`src/rtl/mux_rr_pkg.sv`:
```
`default_nettype none
// +----------------------------------------------------------------+
// | mux_rr_pkg: mode encodings and round-robin pick helper          |
// | Rev 1.0                                                         |
// +----------------------------------------------------------------+
package mux_rr_pkg;

    localparam logic MODE_SEL  = 1'b0;
    localparam logic MODE_RR   = 1'b1;

    // Helper is sized for the largest supported channel count; callers zero-extend.
    localparam int   RR_MAX_CH = 32;
    localparam int   RR_IDX_W  = 5;

    typedef struct packed {
        logic                found;
        logic [RR_IDX_W-1:0] idx;
    } rr_pick_t;

    function automatic rr_pick_t rr_pick(
        input logic [RR_MAX_CH-1:0] valid,
        input logic [RR_IDX_W-1:0]  ptr,
        input logic [RR_IDX_W:0]    n_ch
    );
        rr_pick_t          res;
        logic [RR_IDX_W:0] step;
        logic [RR_IDX_W:0] cand;
        res = '0;
        for (int i = 1; i <= RR_MAX_CH; i++) begin
            step = (RR_IDX_W+1)'(i);
            cand = ({1'b0, ptr} + step) % n_ch;
            if (step <= n_ch && !res.found && valid[cand[RR_IDX_W-1:0]]) begin
                res.found = 1'b1;
                res.idx   = cand[RR_IDX_W-1:0];
            end
        end
        return res;
    endfunction

endpackage
`default_nettype wire

```
`src/rtl/mux_rr_nx1_rr_arbiter.sv`:
```
`default_nettype none
// +----------------------------------------------------------------+
// | rr_arbiter: first valid channel after ptr, wrapping, with found |
// | Rev 1.0                                                         |
// +----------------------------------------------------------------+
module rr_arbiter
    import mux_rr_pkg::*;
#(
    parameter int N_CH  = 4,
    parameter int SEL_W = 2
) (
    input  logic [N_CH-1:0]  valid,
    input  logic [SEL_W-1:0] ptr,
    output logic             found,
    output logic [SEL_W-1:0] idx
);

    localparam logic [RR_IDX_W:0] C_N_CH = (RR_IDX_W+1)'(N_CH);

    rr_pick_t w_pick;
    logic     w_unused_idx;

    assign w_pick       = rr_pick(RR_MAX_CH'(valid), RR_IDX_W'(ptr), C_N_CH);
    assign found        = w_pick.found;
    assign idx          = w_pick.idx[SEL_W-1:0];
    assign w_unused_idx = ^w_pick.idx;

endmodule
`default_nettype wire

```
`src/rtl/mux_rr_nx1.sv`:
```
`default_nettype none
// +----------------------------------------------------------------+
// | mux_rr_nx1: registered N:1 mux, explicit-select or round-robin  |
// | Rev 1.0                                                         |
// +----------------------------------------------------------------+
module mux_rr_nx1
    import mux_rr_pkg::*;
#(
    parameter  int N_CH  = 4,
    parameter  int WIDTH = 8,
    localparam int SEL_W = $clog2(N_CH)
) (
    input  logic                  clk,
    input  logic                  reset,
    input  logic                  mode,
    input  logic [SEL_W-1:0]      sel,
    input  logic [N_CH*WIDTH-1:0] in_data,
    input  logic [N_CH-1:0]       in_valid,
    output logic [N_CH-1:0]       in_ready,
    output logic [WIDTH-1:0]      out_data,
    output logic [SEL_W-1:0]      out_ch,
    output logic                  out_valid,
    input  logic                  out_ready,
    output logic                  sel_err
);

    logic [WIDTH-1:0] w_ch_data [N_CH];
    logic [SEL_W-1:0] r_ptr;
    logic [WIDTH-1:0] r_out_data;
    logic [SEL_W-1:0] r_out_ch;
    logic             r_out_valid;
    logic             r_sel_err;
    logic             w_load_en;
    logic             w_sel_ok;
    logic             w_rr_found;
    logic [SEL_W-1:0] w_rr_idx;
    logic             w_granted;
    logic [SEL_W-1:0] w_grant;

    generate
        for (genvar k = 0; k < N_CH; k++) begin : g_unpack
            assign w_ch_data[k] = in_data[k*WIDTH +: WIDTH];
        end
    endgenerate

    rr_arbiter #(
        .N_CH  (N_CH),
        .SEL_W (SEL_W)
    ) u_arb (
        .valid (in_valid),
        .ptr   (r_ptr),
        .found (w_rr_found),
        .idx   (w_rr_idx)
    );

    assign w_load_en = !r_out_valid || out_ready;
    assign w_sel_ok  = 32'(sel) < 32'(N_CH);

    always_comb begin
        w_granted = 1'b0;
        w_grant   = '0;
        if (mode == MODE_SEL) begin
            // Out-of-range sel must not index in_valid beyond N_CH.
            w_granted = w_sel_ok && in_valid[sel];
            w_grant   = sel;
        end else begin
            w_granted = w_rr_found;
            w_grant   = w_rr_idx;
        end
    end

    assign in_ready = (w_load_en && w_granted) ? (N_CH'(1) << w_grant) : '0;

    always_ff @(posedge clk or negedge reset) begin
        if (!reset) begin
            r_out_data  <= '0;
            r_out_ch    <= '0;
            r_out_valid <= 1'b0;
            r_sel_err   <= 1'b0;
            r_ptr       <= SEL_W'(N_CH - 1);
        end else begin
            r_sel_err <= (mode == MODE_SEL) && !w_sel_ok && w_load_en;
            if (w_load_en) begin
                if (w_granted) begin
                    r_out_data  <= w_ch_data[w_grant];
                    r_out_ch    <= w_grant;
                    r_out_valid <= 1'b1;
                    if (mode == MODE_RR) begin
                        r_ptr <= w_grant;
                    end
                end else begin
                    r_out_valid <= 1'b0;
                end
            end
        end
    end

    assign out_data  = r_out_data;
    assign out_ch    = r_out_ch;
    assign out_valid = r_out_valid;
    assign sel_err   = r_sel_err;

endmodule
`default_nettype wire

```
`config.mk`:
```
export PLATFORM = sky130hd
export DESIGN_NAME = mux_rr_nx1
export DESIGN_NICKNAME = d
export VERILOG_FILES = /design/src/rtl/mux_rr_pkg.sv /design/src/rtl/mux_rr_nx1_rr_arbiter.sv /design/src/rtl/mux_rr_nx1.sv
export SDC_FILE = /design/constraint.sdc
export NUM_CORES = 1
export LEC_CHECK = 0
export ABC_CLOCK_PERIOD_IN_PS = 1910
export CELL_PAD_IN_SITES_DETAIL_PLACEMENT = 1
export CELL_PAD_IN_SITES_GLOBAL_PLACEMENT = 2
export CORE_MARGIN = 8
export CORE_UTILIZATION = 22
export CTS_BUF_LIST = sky130_fd_sc_hd__clkbuf_4 sky130_fd_sc_hd__clkbuf_8
export CTS_CLUSTER_DIAMETER = 40
export DETAILED_ROUTE_END_ITERATION = 7
export PLACE_DENSITY_LB_ADDON = 0.2
export SYNTH_ARGS = -nofsm -noshare
export SYNTH_HDL_FRONTEND = slang
export SYNTH_SLANG_ARGS = --single-unit
```
`constraint.sdc`:
```
create_clock -name clk -period 1.91 [get_ports clk]
set_input_delay 0.2865 -clock clk [delete_from_list [all_inputs] [get_ports clk]]
set_output_delay 0.2865 -clock clk [all_outputs]
set_load 0.005 [all_outputs]
```
==> flow_metrics.env <==
export IMPL_viasPerCell=5.12
export IMPL_drv_cap=0
export IMPL_setup_slack_ns=-0.232
export IMPL_grt_pass1_wl_um=9480
export IMPL_worst_pin_slew_ns=0.651
export IMPL_required_ns=1.62
export IMPL_period_minus_slack_ns=2.14
export IMPL_port_buffers=56
export IMPL_cpPeakStageDelay_ns=0.56
export IMPL_grt_max_degree=16
export IMPL_synth_area_top_cells="dfrtp_1, o211ai_1, a221oi_2"
export IMPL_cts_num_sinks=13
export IMPL_grt_pass1_vias=1844
export IMPL_finalHoldViolations=0
export IMPL_violations="setup timing"
export IMPL_io_pins=58
export IMPL_synth_net_count=207
export IMPL_cts_root_buf="clkbuf_8"
export IMPL_synth_warnings=0
export IMPL_ys_seq_area_share_pct=23.4
export IMPL_dr_pass1_iters=4
export IMPL_path_max_fanout=4
export IMPL_wire_per_inst_um=18.9
export IMPL_leakagePower_nw=0.972
export IMPL_synth_area_um2=1400
export IMPL_critPathArrivalTime_ns=1.86
export IMPL_ant_nets=0
export IMPL_clockBufferDepth=2
export IMPL_met2_usage_pct=25.3
export IMPL_dieHeight_um=95.8
export IMPL_r2r_slack_ns=-0.13
export IMPL_num_antenna_cells=0
export IMPL_grt_overflow_total=0
export IMPL_h_tree_depth=1
export IMPL_track_usage_pct=13.3
export IMPL_syn2layout_area_growth_pct=70.7
export IMPL_setup_viol=12
export IMPL_dp_hpwl_um=4760
export IMPL_row_count=29
export IMPL_coreArea_um2=6240
export IMPL_layout_nets=287
export IMPL_clock_latency_ns=0.24
export IMPL_synth_top_area_share_pct=19.6
export IMPL_path_cells="buf_6 > nand3b_1 > a31oi_4 > nand2_2 > o22ai_1 > and2_1 > buf_2"
export IMPL_fillCellCount=717
export IMPL_yosysUniqueCellTypes=40
export IMPL_max_freq_mhz=467
export IMPL_busiest_layer="met2"
export IMPL_syn_inst=165
export IMPL_clk_pin_slew_worst_paths_ns=0.06
export IMPL_final_cell_mix="clkdlybuf4s50_1, buf_4, o211ai_1"
export IMPL_total_power_mw=1.94
export IMPL_antenna_found_initial=0
export IMPL_hold_path_class="input port to async pin"
export IMPL_fin_crit_sh_pct=112
export IMPL_syn_avg_cell_area_um2=8.49
export IMPL_power_density_nw_per_um2=810
export IMPL_dieArea_um2=9180
export IMPL_start_kind="flop"
export IMPL_initial_core_util_pct=22.5
export IMPL_drcViolationCount=0
export IMPL_relSlewSlack_pct=56.4
export IMPL_layout_drive_gt1_share_pct=31.1
export IMPL_use_met1_pct=15.1
export IMPL_drtIter0Drc=61
export IMPL_gp_congestion=0.788
export IMPL_grt_setup_unrepaired="yes"
export IMPL_yosys_area_top_type="dfrtp_1"
export IMPL_synth_edf_count=0
export IMPL_vdd_drop_max_mv=0.350
export IMPL_clock_skew_ns=0.00618
export IMPL_outcome="finished with violations"
export IMPL_drv_slew=0
export IMPL_num_vias=1642
export IMPL_holdBufCountCts=0
export IMPL_path_class="flop to primary output"
export IMPL_layout_commonest_cell="clkdlybuf4s50_1"
export IMPL_wirelength_um=6050
export IMPL_dpl_worst_slack_ns=-0.683
export IMPL_ys_seq_elements=13
export IMPL_synth_main_ff_cell="dfrtp_1"
export IMPL_async_reset_ff_share_pct=100
export IMPL_cts_tree="built"
export IMPL_grt_util_met3_pct=2.96
export IMPL_slowest_stage="dfstp_2"
export IMPL_die_w_um=95.8
export IMPL_numCtsBuffers=3
export IMPL_cp_end_kind="primary output"
final cells by class:
cell class	count	area [um2]	area share, %
multi-input combinational	125	1010	42.2
clock buffer	4	48.8	2.04
inverter	12	45.0	1.88
timing repair buffer	90	866	36.2
sequential	13	328	13.7
tap	77	96.3	4.03
per-stage QoR:
stage	instance area, um2	hold WS (ns)	std cells	utilization, %	TNS [ns]
6_report	2390	0.444	321	38.3	-1.35
3_5_place_dp	2170	0.552	307	34.8	-7.17
4_1_cts	2360	0.467	319	37.9	-1.37
3_3_place_gp	2170	0.542	307	34.8	-6.46
5_1_grt	2390	0.495	321	38.3	-2.74
2_1_floorplan	1400	-0.00909	165	-	0
registers in the layout, summed over array words and instances (netlist names):
name and count:
out_data 8, out_ch 2, r_ptr 2, out_valid 1
per-layer routing:
layer  part of all wire [%]  wire length [um]
met5                      0                 0
met4                   0.31                19
met3                    4.4               268
met2                     54              3270
met1                     41              2500
synthesized netlist by cell type (3+ instances only):
cell / instances
a21oi_1: 5
a221oi_2: 7
buf_2: 5
buf_4: 3
clkbuf_1: 4
dfrtp_1: 11
inv_1: 12
mux2_2: 7
mux2i_1: 8
nand2_1: 15
nand2b_1: 10
nor2_1: 8
o2111ai_1: 9
o211ai_1: 15
o21ai_0: 4
o22ai_1: 10
report_power, final:
group | internal (mW) | leakage [nW] | switching [mW]
clock | 0.162 | 0.0262 | 0.0999
sequential | 0.382 | 0.142 | 0.0764
combinational | 0.710 | 0.804 | 0.508
cells by family (layout without fill, tap and decap cells):
logic type,after synthesis,count (layout),synth area share (%)
other,1,1,0.268
AND/OR/NAND/NOR,46,46,17.2
buffers and inverters,27,106,9.55
flip-flops,13,13,23.4
AO/OA/AOI/OAI,61,61,35.8
multiplexers,17,17,13.8
final timing paths:
check | start | endpoint | depth (start not counted)
worst max-delay path | r_ptr[1] | in_ready[3] | 7
worst min-delay path | reset | out_data[2] | 1
worst max register to register | r_ptr[1] | out_data[4] | 7
worst min register to register | out_ch[0] | out_ch[0] | 2
max in group asynchronous | reset | out_data[6] | 1
min in group clk | out_ch[0] | out_ch[0] | 2
worst max-delay path, delay by kind of cell (launching register included):
family	cells	cell delay (ns)
flops	1	0.56
compound gates	2	0.41
simple gates	3	0.39
buf+inv	2	0.23
timing repair:
item                       CTS  global route
cloned                       1             0
setup endpoints to repair   13            14
pin swaps                   14             5
setup buffers                7             2
gates resized for setup     40             3
Note: power is estimated with default switching activity, not from simulation.
==> RTL edit (same settings) <==
Register the input `mode` before use, without a reset. The logic sees it one clock later. The other inputs are not delayed to match.
--- a/src/rtl/mux_rr_nx1.sv
+++ b/src/rtl/mux_rr_nx1.sv
@@ -25,2 +25,8 @@
 );
+
+    logic mode_q;
+
+    always_ff @(posedge clk) begin
+        mode_q <= mode;
+    end
 
@@ -61,3 +67,3 @@
         w_grant   = '0;
-        if (mode == MODE_SEL) begin
+        if (mode_q == MODE_SEL) begin
             // Out-of-range sel must not index in_valid beyond N_CH.
@@ -81,3 +87,3 @@
         end else begin
-            r_sel_err <= (mode == MODE_SEL) && !w_sel_ok && w_load_en;
+            r_sel_err <= (mode_q == MODE_SEL) && !w_sel_ok && w_load_en;
             if (w_load_en) begin
@@ -87,3 +93,3 @@
                     r_out_valid <= 1'b1;
-                    if (mode == MODE_RR) begin
+                    if (mode_q == MODE_RR) begin
                         r_ptr <= w_grant;
Function: changed (a bounded check fails within 4 cycles, from zero or initial values and one cycle with reset low).
==> RTL edit against the original RTL <==
The flow still finishes with violations (setup timing); synthesized area shrank 28%; combinational power shrank 4%; setup slack lost 0.11 ns; sequential cell count grew 1; wire length shrank 31%; total power grew 1.8%; sequential share of layout area grew 3.8 points; final area shrank 17%; sequential power grew 10%; utilization grew 7.0 points.
==> RTL edit: results (changes against the original RTL) <==
timing.final.ws_setup_ns: -0.341  # -0.109 ns
p_leak_nw: 0.853  # -12%
drtIter0Drc: 11  # -82%
place_area_um2: 1690  # -22%
cp_max_fo: 5  # +1
pwr-share-comb_pct: 59.6  # -3.3 points
finClkSkew_ns: 0.00232  # -0.00386 ns
worst_hold_slack_ns: 0.419  # -0.0251 ns
wl_mm: 4.19  # -31%
clock_sinks: 14  # +1
first_global_vias: 1262  # -32%
cp_slowest_stage_delay_ns: 0.58  # +0.02 ns
violations: "setup timing"
multi_input_area_share_pct: 34.2  # -8.0 points
regArea_um2: 348  # +6.1%
worstMarginPinSlew_ns: 0.598  # -0.0530 ns
synth_fp_nets: 143  # -31%
syn_area_um2: 1000  # -28%
nNonClkBuffers: 87  # -3.3%
vdd_drop_max_uv: 732  # +110%
rr_endpoint: "out_data[2]$_DFFE_PN0P_"
power_mw: 1.97  # +1.8%
status: "complete, but fails checks"
grt_max_degree: 14  # -2
gp_congestion: 0.714  # -9.3%
setup_viol: 12  # unchanged
synth_area_per_cell_um2: 9.94  # +17%
num-multi-input-gates: 78  # -38%
fillers: 506  # -29%
## RTL edit: changes by cell type after synthesis, sizes merged, moves of 7 or more
cell	before	now
o221ai	0	9
mux2	8	1
a221oi	7	0
o2111ai	9	0
mux2i	8	18
o211ai	15	1
nand2b	10	3
inv	12	2
o22ai	10	1
## RTL edit: metal layers
layer  share of wire (%)  GRT usage, %  vias up
li1                    -             -      540
met1                  43          13.8      526
met2                  51          21.4       33
met3                 5.4          3.81        2
met4                0.21          1.10        0
met5                   0             0        -
## RTL edit: timing repair
| action | CTS | global route |
|---|---|---|
| setup buffers | 12 | 1 |
| endpoints found under the setup margin | 16 | 14 |
| gates cloned | 0 | 1 |
| resized for setup | 47 | 3 |
| pin swaps | 13 | 2 |
| hold buffers | 0 | 0 |
## RTL edit: kinds of logic after synthesis
kind of cell,Yosys count,synth area share (%)
AND/OR/NAND/NOR,39,20.6
multiplexers,20,21.7
AO/OA/AOI/OAI,18,15.6
flip-flops,14,34.7
buffers and inverters,9,7.11
other,1,0.374
